--- src/rtl/serial_subtractor_pkg.sv ---
// Shared types and sizing helpers for the digit-serial subtractor.
package serial_subtractor_pkg;

    // Operation sequencing: accept operands, step digits, present result.
    typedef enum logic [1:0] {
        IDLE = 2'd0,
        RUN  = 2'd1,
        DONE = 2'd2
    } state_t;

    localparam int DEF_SIZE  = 32;
    localparam int DEF_DIGIT = 4;
    localparam int NDIG      = DEF_SIZE / DEF_DIGIT;
    localparam int CNT_W     = (NDIG > 1) ? $clog2(NDIG) : 1;

    // Digit-counter width for an arbitrary SIZE/DIGIT pair; never below 1 bit.
    function automatic int cnt_width(input int size, input int digit);
        int n;
        n = size / digit;
        return (n > 1) ? $clog2(n) : 1;
    endfunction

endpackage

--- src/rtl/serial_subtractor_sub_digit.sv ---
// Combinational DIGIT-bit ripple slice. The caller supplies the already
// inverted subtrahend digit, so this is a plain adder slice that also
// exposes the carry into its top bit for signed-overflow detection.
module sub_digit
    import serial_subtractor_pkg::*;
#(
    parameter int DIGIT = DEF_DIGIT
) (
    input  logic [DIGIT-1:0] a_dig,
    input  logic [DIGIT-1:0] nb_dig,
    input  logic             cin,
    output logic [DIGIT-1:0] s_dig,
    output logic             cout,
    output logic             c_msb
);

    logic [DIGIT:0] c;

    // Ripple the carry across the digit, one full adder per bit.
    always_comb begin
        c     = '0;
        s_dig = '0;
        c[0]  = cin;
        for (int i = 0; i < DIGIT; i++) begin
            s_dig[i] = a_dig[i] ^ nb_dig[i] ^ c[i];
            c[i+1]   = (a_dig[i] & nb_dig[i]) | (c[i] & (a_dig[i] ^ nb_dig[i]));
        end
    end

    assign cout  = c[DIGIT];
    assign c_msb = c[DIGIT-1];

endmodule

--- src/rtl/serial_subtractor.sv ---
// Digit-serial two's-complement subtractor: d = a - b - bin, DIGIT bits per
// clock through one shared slice, with valid/ready on both sides.
module serial_subtractor
    import serial_subtractor_pkg::*;
#(
    parameter int SIZE  = DEF_SIZE,
    parameter int DIGIT = DEF_DIGIT
) (
    input  logic            clk,
    input  logic            rst_n,
    input  logic            in_valid,
    output logic            in_ready,
    input  logic [SIZE-1:0] a,
    input  logic [SIZE-1:0] b,
    input  logic            bin,
    output logic            out_valid,
    input  logic            out_ready,
    output logic [SIZE-1:0] d,
    output logic            borrowout,
    output logic            overflow,
    output logic            zero
);

    localparam int ND = SIZE / DIGIT;
    localparam int CW = cnt_width(SIZE, DIGIT);
    localparam logic [CW-1:0] LAST = CW'(ND - 1);

    state_t          state;
    logic [CW-1:0]   cnt;
    logic [SIZE-1:0] ash;
    logic [SIZE-1:0] bsh;
    logic [SIZE-1:0] dsh;
    logic            carry;

    logic [DIGIT-1:0] s_dig;
    logic             cout;
    logic             c_msb;
    logic [SIZE-1:0]  d_next;

    // Subtraction as a + ~b + ~bin: the slice sees the inverted subtrahend.
    sub_digit #(.DIGIT(DIGIT)) u_slice (
        .a_dig  (ash[DIGIT-1:0]),
        .nb_dig (~bsh[DIGIT-1:0]),
        .cin    (carry),
        .s_dig  (s_dig),
        .cout   (cout),
        .c_msb  (c_msb)
    );

    // Result digit enters at the top; after ND shifts the LSB digit lands at bit 0.
    always_comb begin
        d_next = (dsh >> DIGIT) | (SIZE'(s_dig) << (SIZE - DIGIT));
    end

    assign in_ready = (state == IDLE);
    assign d        = dsh;

    // Sequencer, operand/result shift registers and registered flags.
    always_ff @(posedge clk) begin
        if (!rst_n) begin
            state     <= IDLE;
            cnt       <= '0;
            ash       <= '0;
            bsh       <= '0;
            dsh       <= '0;
            carry     <= 1'b0;
            out_valid <= 1'b0;
            borrowout <= 1'b0;
            overflow  <= 1'b0;
            zero      <= 1'b0;
        end else begin
            case (state)
                IDLE: begin
                    if (in_valid) begin
                        ash   <= a;
                        bsh   <= b;
                        carry <= ~bin;
                        cnt   <= '0;
                        state <= RUN;
                    end
                end
                RUN: begin
                    ash   <= ash >> DIGIT;
                    bsh   <= bsh >> DIGIT;
                    dsh   <= d_next;
                    carry <= cout;
                    cnt   <= cnt + 1'b1;
                    if (cnt == LAST) begin
                        // cout is c[SIZE], c_msb is c[SIZE-1] on the final digit.
                        borrowout <= ~cout;
                        overflow  <= cout ^ c_msb;
                        zero      <= ~|d_next;
                        out_valid <= 1'b1;
                        state     <= DONE;
                    end
                end
                DONE: begin
                    if (out_ready) begin
                        out_valid <= 1'b0;
                        state     <= IDLE;
                    end
                end
                default: begin
                    out_valid <= 1'b0;
                    state     <= IDLE;
                end
            endcase
        end
    end

endmodule

--- config.mk ---
export PLATFORM = sky130hd
export DESIGN_NAME = serial_subtractor
export DESIGN_NICKNAME = d
export VERILOG_FILES = /design/src/rtl/serial_subtractor_pkg.sv /design/src/rtl/serial_subtractor_sub_digit.sv /design/src/rtl/serial_subtractor.sv
export SDC_FILE = /design/constraint.sdc
export NUM_CORES = 1
export LEC_CHECK = 0
export ABC_AREA = 1
export CORE_MARGIN = 1.5
export CORE_UTILIZATION = 40
export DETAILED_ROUTE_END_ITERATION = 10
export GPL_TIMING_DRIVEN = 0
export PLACE_DENSITY_LB_ADDON = 0.05
export SLEW_MARGIN = 25
export SYNTH_ARGS = -nofsm -noshare
export SYNTH_HDL_FRONTEND = slang
export SYNTH_SLANG_ARGS = --single-unit
--- constraint.sdc ---
create_clock -name clk -period 2.7 [get_ports clk]
set_clock_uncertainty 0.2 [all_clocks]
set_input_delay 0.27 -clock clk [delete_from_list [all_inputs] [get_ports clk]]
set_output_delay 0.27 -clock clk [all_outputs]
set_load 0.1 [all_outputs]
## Yosys cells after proc, flatten, opt, wreduce, memory -nomap -nowiden

Index checks and enable logic that the tools add are counted.

| operators by class | value |
|---|---|
| add/sub/neg operators | 1 |
| equal/unequal tests | 6 |
| reductions and logical operators | 8 |
| bitwise gates (word level) | 26 |
| muxes and demuxes | 15 |

Operators with widths:

| kind | number |
|---|---|
| 32-bit case mux with 2 select lines | 2 |
| 32-bit 2-to-1 mux | 2 |
| 28-bit by 32-bit OR with 32-bit output | 1 |
| 32-bit OR reduction | 1 |
| 1-bit XOR | 9 |
| 1-bit bitwise AND | 8 |
| 2-bit 2-to-1 mux | 3 |
| 2-bit inequality test (second input constant) | 3 |
| 2-bit case mux with 3 select lines | 1 |
| 3-bit case mux with 2 select lines | 1 |
| 3-bit AND reduction | 2 |
| 4-bit inverter | 1 |
| 1-bit OR | 4 |
| 2-bit AND reduction | 2 |
| 3-bit by 1-bit adder with 3-bit output (second input constant) | 1 |
| 3-bit equality test (second input constant) | 1 |
| 1-bit 2-to-1 mux | 3 |
| 3-bit 2-to-1 mux | 1 |
| 1-bit inverter | 3 |
| 1-bit case mux with 3 select lines | 1 |
| 2-bit by 1-bit equality test with 1-bit output (second input constant) | 1 |
| 2-bit equality test (second input constant) | 1 |
| 2-bit logical NOT | 1 |
| 1-bit case mux with 2 select lines | 1 |
| 2 further kinds | 2 |

| storage, ports and cells | value |
|---|---|
| output and inout port bits | 37 |
| input port bits | 69 |
| register bits | 106 |
| logic and storage cells | 66 |

## Longest topological paths before layout

| depth | value |
|---|---|
| depth in word-level cells | 12 |
| depth in mapped cells | 12 |
| mapped depth without buffers | 12 |

## By module

Synthesis repeated with hierarchy kept, for this count alone.

| unflattened totals | value |
|---|---|
| cell total of the unflattened synthesis | 512 |
| area total of the unflattened synthesis | 4224.1 um^2 |

By module, submodules not included:

| module | seq. area each (um^2) | instances | cells an instance | area an instance (um^2) |
|---|---|---|---|---|
| serial_subtractor | 2122.0 | 1 | 500 | 4113.9 |
| sub_digit | 0.0 | 1 | 12 | 110.1 |

## Worst setup path before layout

Ideal clock, no wire load.

| timing path | value |
|---|---|
| kind | register to register |
| start point | register bsh[0] |
| end point | register zero |
| setup slack | 196 ps |
| required time | 2435 ps |
| clock period less this slack | 2504 ps |
| arrival time | 2239 ps |
| cell stages (with the launch flop) | 13 |
| setup time | 65 ps |
| buffers on the path | 0 |
| cell sequence | dfxtp_1 inv_1 fa_1 inv_1 fa_1 fa_1 fa_1 nand2_1 nor2_1 nand3_1 nor2_1 nor2_1 nor2_1 |

| on the way | value |
|---|---|
| cells in the longest elaborated chain, start to end | 12 |
| elaborated cells on any way between the ends | 16 |
| classes of those cells | 14 x bitwise; 2 x reduce/logical |

RTL lines:

| item | RTL line | text |
|---|---|---|
| from (decl) | serial_subtractor.sv:31 | `logic [SIZE-1:0] bsh;` |
| from (signal assigned) | serial_subtractor.sv:84 | `bsh <= bsh >> DIGIT;` |
| 4-bit inverter * | serial_subtractor.sv:43 | `.nb_dig (~bsh[DIGIT-1:0]),` |
| 1-bit XOR | serial_subtractor_sub_digit.sv:25, serial_subtractor_sub_digit.sv:26 |  |
| 1-bit bitwise AND | serial_subtractor_sub_digit.sv:26 | `c[i+1] = (a_dig[i] & nb_dig[i]) \| (c[i] & (a_dig[i] ^ nb_dig[i]));` |
| 1-bit OR | serial_subtractor_sub_digit.sv:26 |  |
| 1-bit bitwise AND | serial_subtractor_sub_digit.sv:26 |  |
| 1-bit OR | serial_subtractor_sub_digit.sv:26 |  |
| 1-bit bitwise AND | serial_subtractor_sub_digit.sv:26 |  |
| 1-bit OR | serial_subtractor_sub_digit.sv:26 |  |
| 1-bit XOR | serial_subtractor_sub_digit.sv:25 | `s_dig[i] = a_dig[i] ^ nb_dig[i] ^ c[i];` |
| 28-bit by 32-bit OR with 32-bit output * | serial_subtractor.sv:52 | `d_next = (dsh >> DIGIT) \| (SIZE'(s_dig) << (SIZE - DIGIT));` |
| 32-bit OR reduction * | serial_subtractor.sv:92 | `zero <= ~\|d_next;` |
| 1-bit logical NOT * | serial_subtractor.sv:92 |  |
| to (signal assigned) | serial_subtractor.sv:92 |  |
| to (decl) | serial_subtractor.sv:21 | `output logic zero` |

Mark *: on every way between the ends. The rest lies on a longest branch, timed or not.
A chain may end at the register's enable or synchronous reset.

## Final worst setup path

| timing path | value |
|---|---|
| start point | register ash[0] |
| end point | register zero |

| on the way | value |
|---|---|
| cells in the longest elaborated chain, start to end | 11 |
| elaborated cells on any way between the ends | 15 |
| classes of those cells | 13 x bitwise; 2 x reduce/logical |

RTL lines:

| item | RTL line | text |
|---|---|---|
| from (decl) | serial_subtractor.sv:30 | `logic [SIZE-1:0] ash;` |
| from (signal assigned) | serial_subtractor.sv:83 | `ash <= ash >> DIGIT;` |
| 1-bit XOR | serial_subtractor_sub_digit.sv:25, serial_subtractor_sub_digit.sv:26 |  |
| 1-bit bitwise AND | serial_subtractor_sub_digit.sv:26 |  |
| 1-bit OR | serial_subtractor_sub_digit.sv:26 |  |
| 1-bit bitwise AND | serial_subtractor_sub_digit.sv:26 |  |
| 1-bit OR | serial_subtractor_sub_digit.sv:26 |  |
| 1-bit bitwise AND | serial_subtractor_sub_digit.sv:26 |  |
| 1-bit OR | serial_subtractor_sub_digit.sv:26 |  |
| 1-bit XOR | serial_subtractor_sub_digit.sv:25 |  |
| 28-bit by 32-bit OR with 32-bit output * | serial_subtractor.sv:52 |  |
| 32-bit OR reduction * | serial_subtractor.sv:92 |  |
| 1-bit logical NOT * | serial_subtractor.sv:92 |  |

Marks and branches as above.

==> metrics.txt <==
Syn. warnings 0; Pint 2.611 mW; combinational share of power 0.269; fmax 386.2 MHz; critical path startpoint category flip-flop; drt initial violations 191; Fin. Hold Viols 0; CP peak stage delay 0.52 ns; final worst setup slack 0.1106 ns; post-route cell area 5839 µm²; Avg Inst Size Synth 8.182 µm²; DR WL/cell 14.37 µm; top post-synthesis cells by count dfxtp_1, o21ai_0, a21oi_1; sequential cell area fraction in the yosys report 0.4821; switch share 0.3276; Reg-to-Reg Start ash[0]; Final #Nets 729; Clk pwr share 0.269; router iterations before antenna repair 4; clock root buffer clkbuf_8; top post-synthesis cells by area dfxtp_1, o21ai_0, a21oi_1, o22ai_1, nor2_1; post-synth top area cell dfxtp_1; power consumption 3.884 mW; vias per std cell 5.128; RSZ-0062 raised after global routing yes; final count of negative-setup-slack endpoints 0; Core Rows 38; I/O pin cnt 106; total grt overflow 0; cells along the critical path fa_1 -> inv_1 -> fa_2 -> fa_2 -> fa_1 -> nand2_1 -> nor2_1 -> nand3_1 -> nor2_1 -> nor2_1 -> nor2_1; clock slew at reported path FFs 0.11 ns; RePlAce Congestion 0.8081; Synth Flop Type dfxtp_1; Vias 4087; r2r setup slk 0.11 ns; Worst path most repeated cell nor2_1; P_leak 2.263 nW; crit path max-delay cell type fa_1; Setup TNS 0 ns; maximum clock insertion buffer count 2; Placed Instances 782; pwr/cell area 665.1 nW/µm²; ys async rst share 0; Diodes inserted 0; initial antenna violation count 0; Final Critical Period 2.589 ns; CP Data Arrival Time 2.69 ns; Post-synth EDFFs 0; global-route wire length before repair 18840 µm; initial core utilization 0.4078; Top Family by Delay on Critical Path adder cells; post-route ant nets 0; endpoint class of the critical path flip-flop; Slew Limit Headroom 0.3146; maximum number of pins on one net before global-route repair 17; Buf+Inv Stages, Crit Path 1; hold path endpoint bsh[28]; Crit Path Max Fanout 2; Synth top area share 0.4821; GRT Util Overall 0.2041; # fillers 1041; pin slew with the least headroom to its limit 1.025 ns; CTS H-tree depth 3; most common cell in the synthesized netlist dfxtp_1; Tcrit/Tclk final 0.9590; Max Cap Viol 0; TritonCTS clock tree done; Final Util 0.5410; DP Area 5618 µm²; Die ar. 11640 µm²; critical path class reg2reg; peak supply drop 452.5 µV; die height 107.9 µm; Netlist Area Pre-Place 4402 µm²; Min-Delay Path Depth 3; cell count after synthesis 538; Critical Path RT 2.80 ns; PortBufs 104; CTS Sinks 106; Reg2Reg Depth 11; core area 10790 µm²; Min-Delay Path Class in2reg; share of power burned in registers 0.462; Worst-Skew Late Latency 0.37 ns; hold buffer count at cts 0; vias in the first global route 3951; dpl ws 0.02174 ns; NetSw 1.272 mW; routed wire length 11460 µm; share of cells above drive strength 1 0.1218; clock buffer count from CTS 9; Layout area overhead 32.66%; Seq cells post-synth 106; Synth cell types 29; fin. max-slew vios 0; Layout Cells excl Fill 797; Die X 107.9 µm; status completed; hpwl dp 8368 µm; residual DRC count 0; Worst R2R End zero; Synth Net Count 613; hold wc startpoint rst_n; worst hold margin 0.2437 ns; CP Depth 11
[cell usage in the layout (no fill, tap or decap), drive strengths merged]
| cell type | synthesis | final |
|---|---|---|
| a211oi | 1 | 1 |
| a21oi | 76 | 76 |
| a221oi | 1 | 1 |
| a31oi | 1 | 1 |
| buf | 51 | 52 |
| bufinv | 0 | 2 |
| clkbuf | 19 | 29 |
| clkdlybuf4s50 | 0 | 104 |
| clkinv | 1 | 2 |
| dfxtp | 106 | 106 |
| fa | 4 | 4 |
| ha | 2 | 2 |
| inv | 13 | 14 |
| nand2 | 37 | 37 |
| nand3 | 4 | 4 |
| nand3b | 1 | 1 |
| nor2 | 73 | 73 |
| nor3 | 1 | 1 |
| o211ai | 1 | 1 |
| o21a | 1 | 1 |
| o21ai | 88 | 88 |
| o22ai | 56 | 56 |
| xor2 | 1 | 1 |
[tightest hold or removal path: stages]
cell and delay [ns]:
buf_2 0.18, inv_1 0.25, a21oi_1 0.06
[routing by layer]
| layer | share of wire | GRT usage | vias to the layer above |
|---|---|---|---|
| met2 | 0.50 | 0.3667 | 104 |
| li1 | - | - | 2084 |
| met3 | 0.043 | 0.03753 | 14 |
| met4 | 0.015 | 0.06109 | 0 |
| met5 | 0 | 0 | - |
| met1 | 0.44 | 0.2477 | 1885 |
[layout make-up]
type / instances / area [µm²] / share of cell area
Sequential cell: 106 / 2126 / 0.3640
Multi-Input combinational cell: 348 / 1783 / 0.3053
Timing Repair Buffer: 105 / 1049 / 0.1796
Buffer: 70 / 449.2 / 0.07692
Tap cell: 140 / 175.2 / 0.03000
Clock buffer: 10 / 127.6 / 0.02186
Clock inverter: 4 / 77.57 / 0.01328
Inverter: 14 / 52.55 / 0.008999
[what timing repair did]
action / 4_1_cts / 5_1_grt
endpoints found under the setup margin: 1 / 1
gates resized for setup: 1 / 5
buffers inserted: 0 / 1
pin swaps: 0 / 1
[how the worst max path moves through the flow]
stage	from	end
finish	ash[0]	zero
global route	bsh[0]	zero
CTS	ash[0]	zero
detailed placement	ash[0]	zero
global placement	ash[0]	zero
floorplan	bsh[0]	zero
[state kept, by name, summed over array words and instances, names as in the netlist]
| name | count |
|---|---|
| out_valid | 1 |
| zero | 1 |
| ash | 32 |
| overflow | 1 |
| cnt | 3 |
| state | 2 |
| carry | 1 |
| borrowout | 1 |
| d | 32 |
| bsh | 32 |
[cells by family (layout without fill, tap and decap cells)]
kind of cell,count (synthesis),after routing,synth area share
AO/OA/AOI/OAI,225,225,0.2746
AND/OR/NAND/NOR,116,116,0.1035
flip-flops,106,106,0.4821
buffers and inverters,84,203,0.1140
adder cells (fa/ha/maj),6,6,0.02388
XOR/XNOR,1,1,0.001990
[power by group through the flow]
stage | combinational, mW | sequential, mW | clock, mW
6_report | 1.04 | 1.79 | 1.05
5_1_grt | 1.13 | 1.81 | 1.13
4_1_cts | 1.04 | 1.79 | 1.08
3_5_place_dp | 1.04 | 1.83 | 0
3_3_place_gp | 1.03 | 1.83 | 0
2_1_floorplan | 0.718 | 1.84 | 0
No activity file was read; power rests on OpenSTA's default activity.
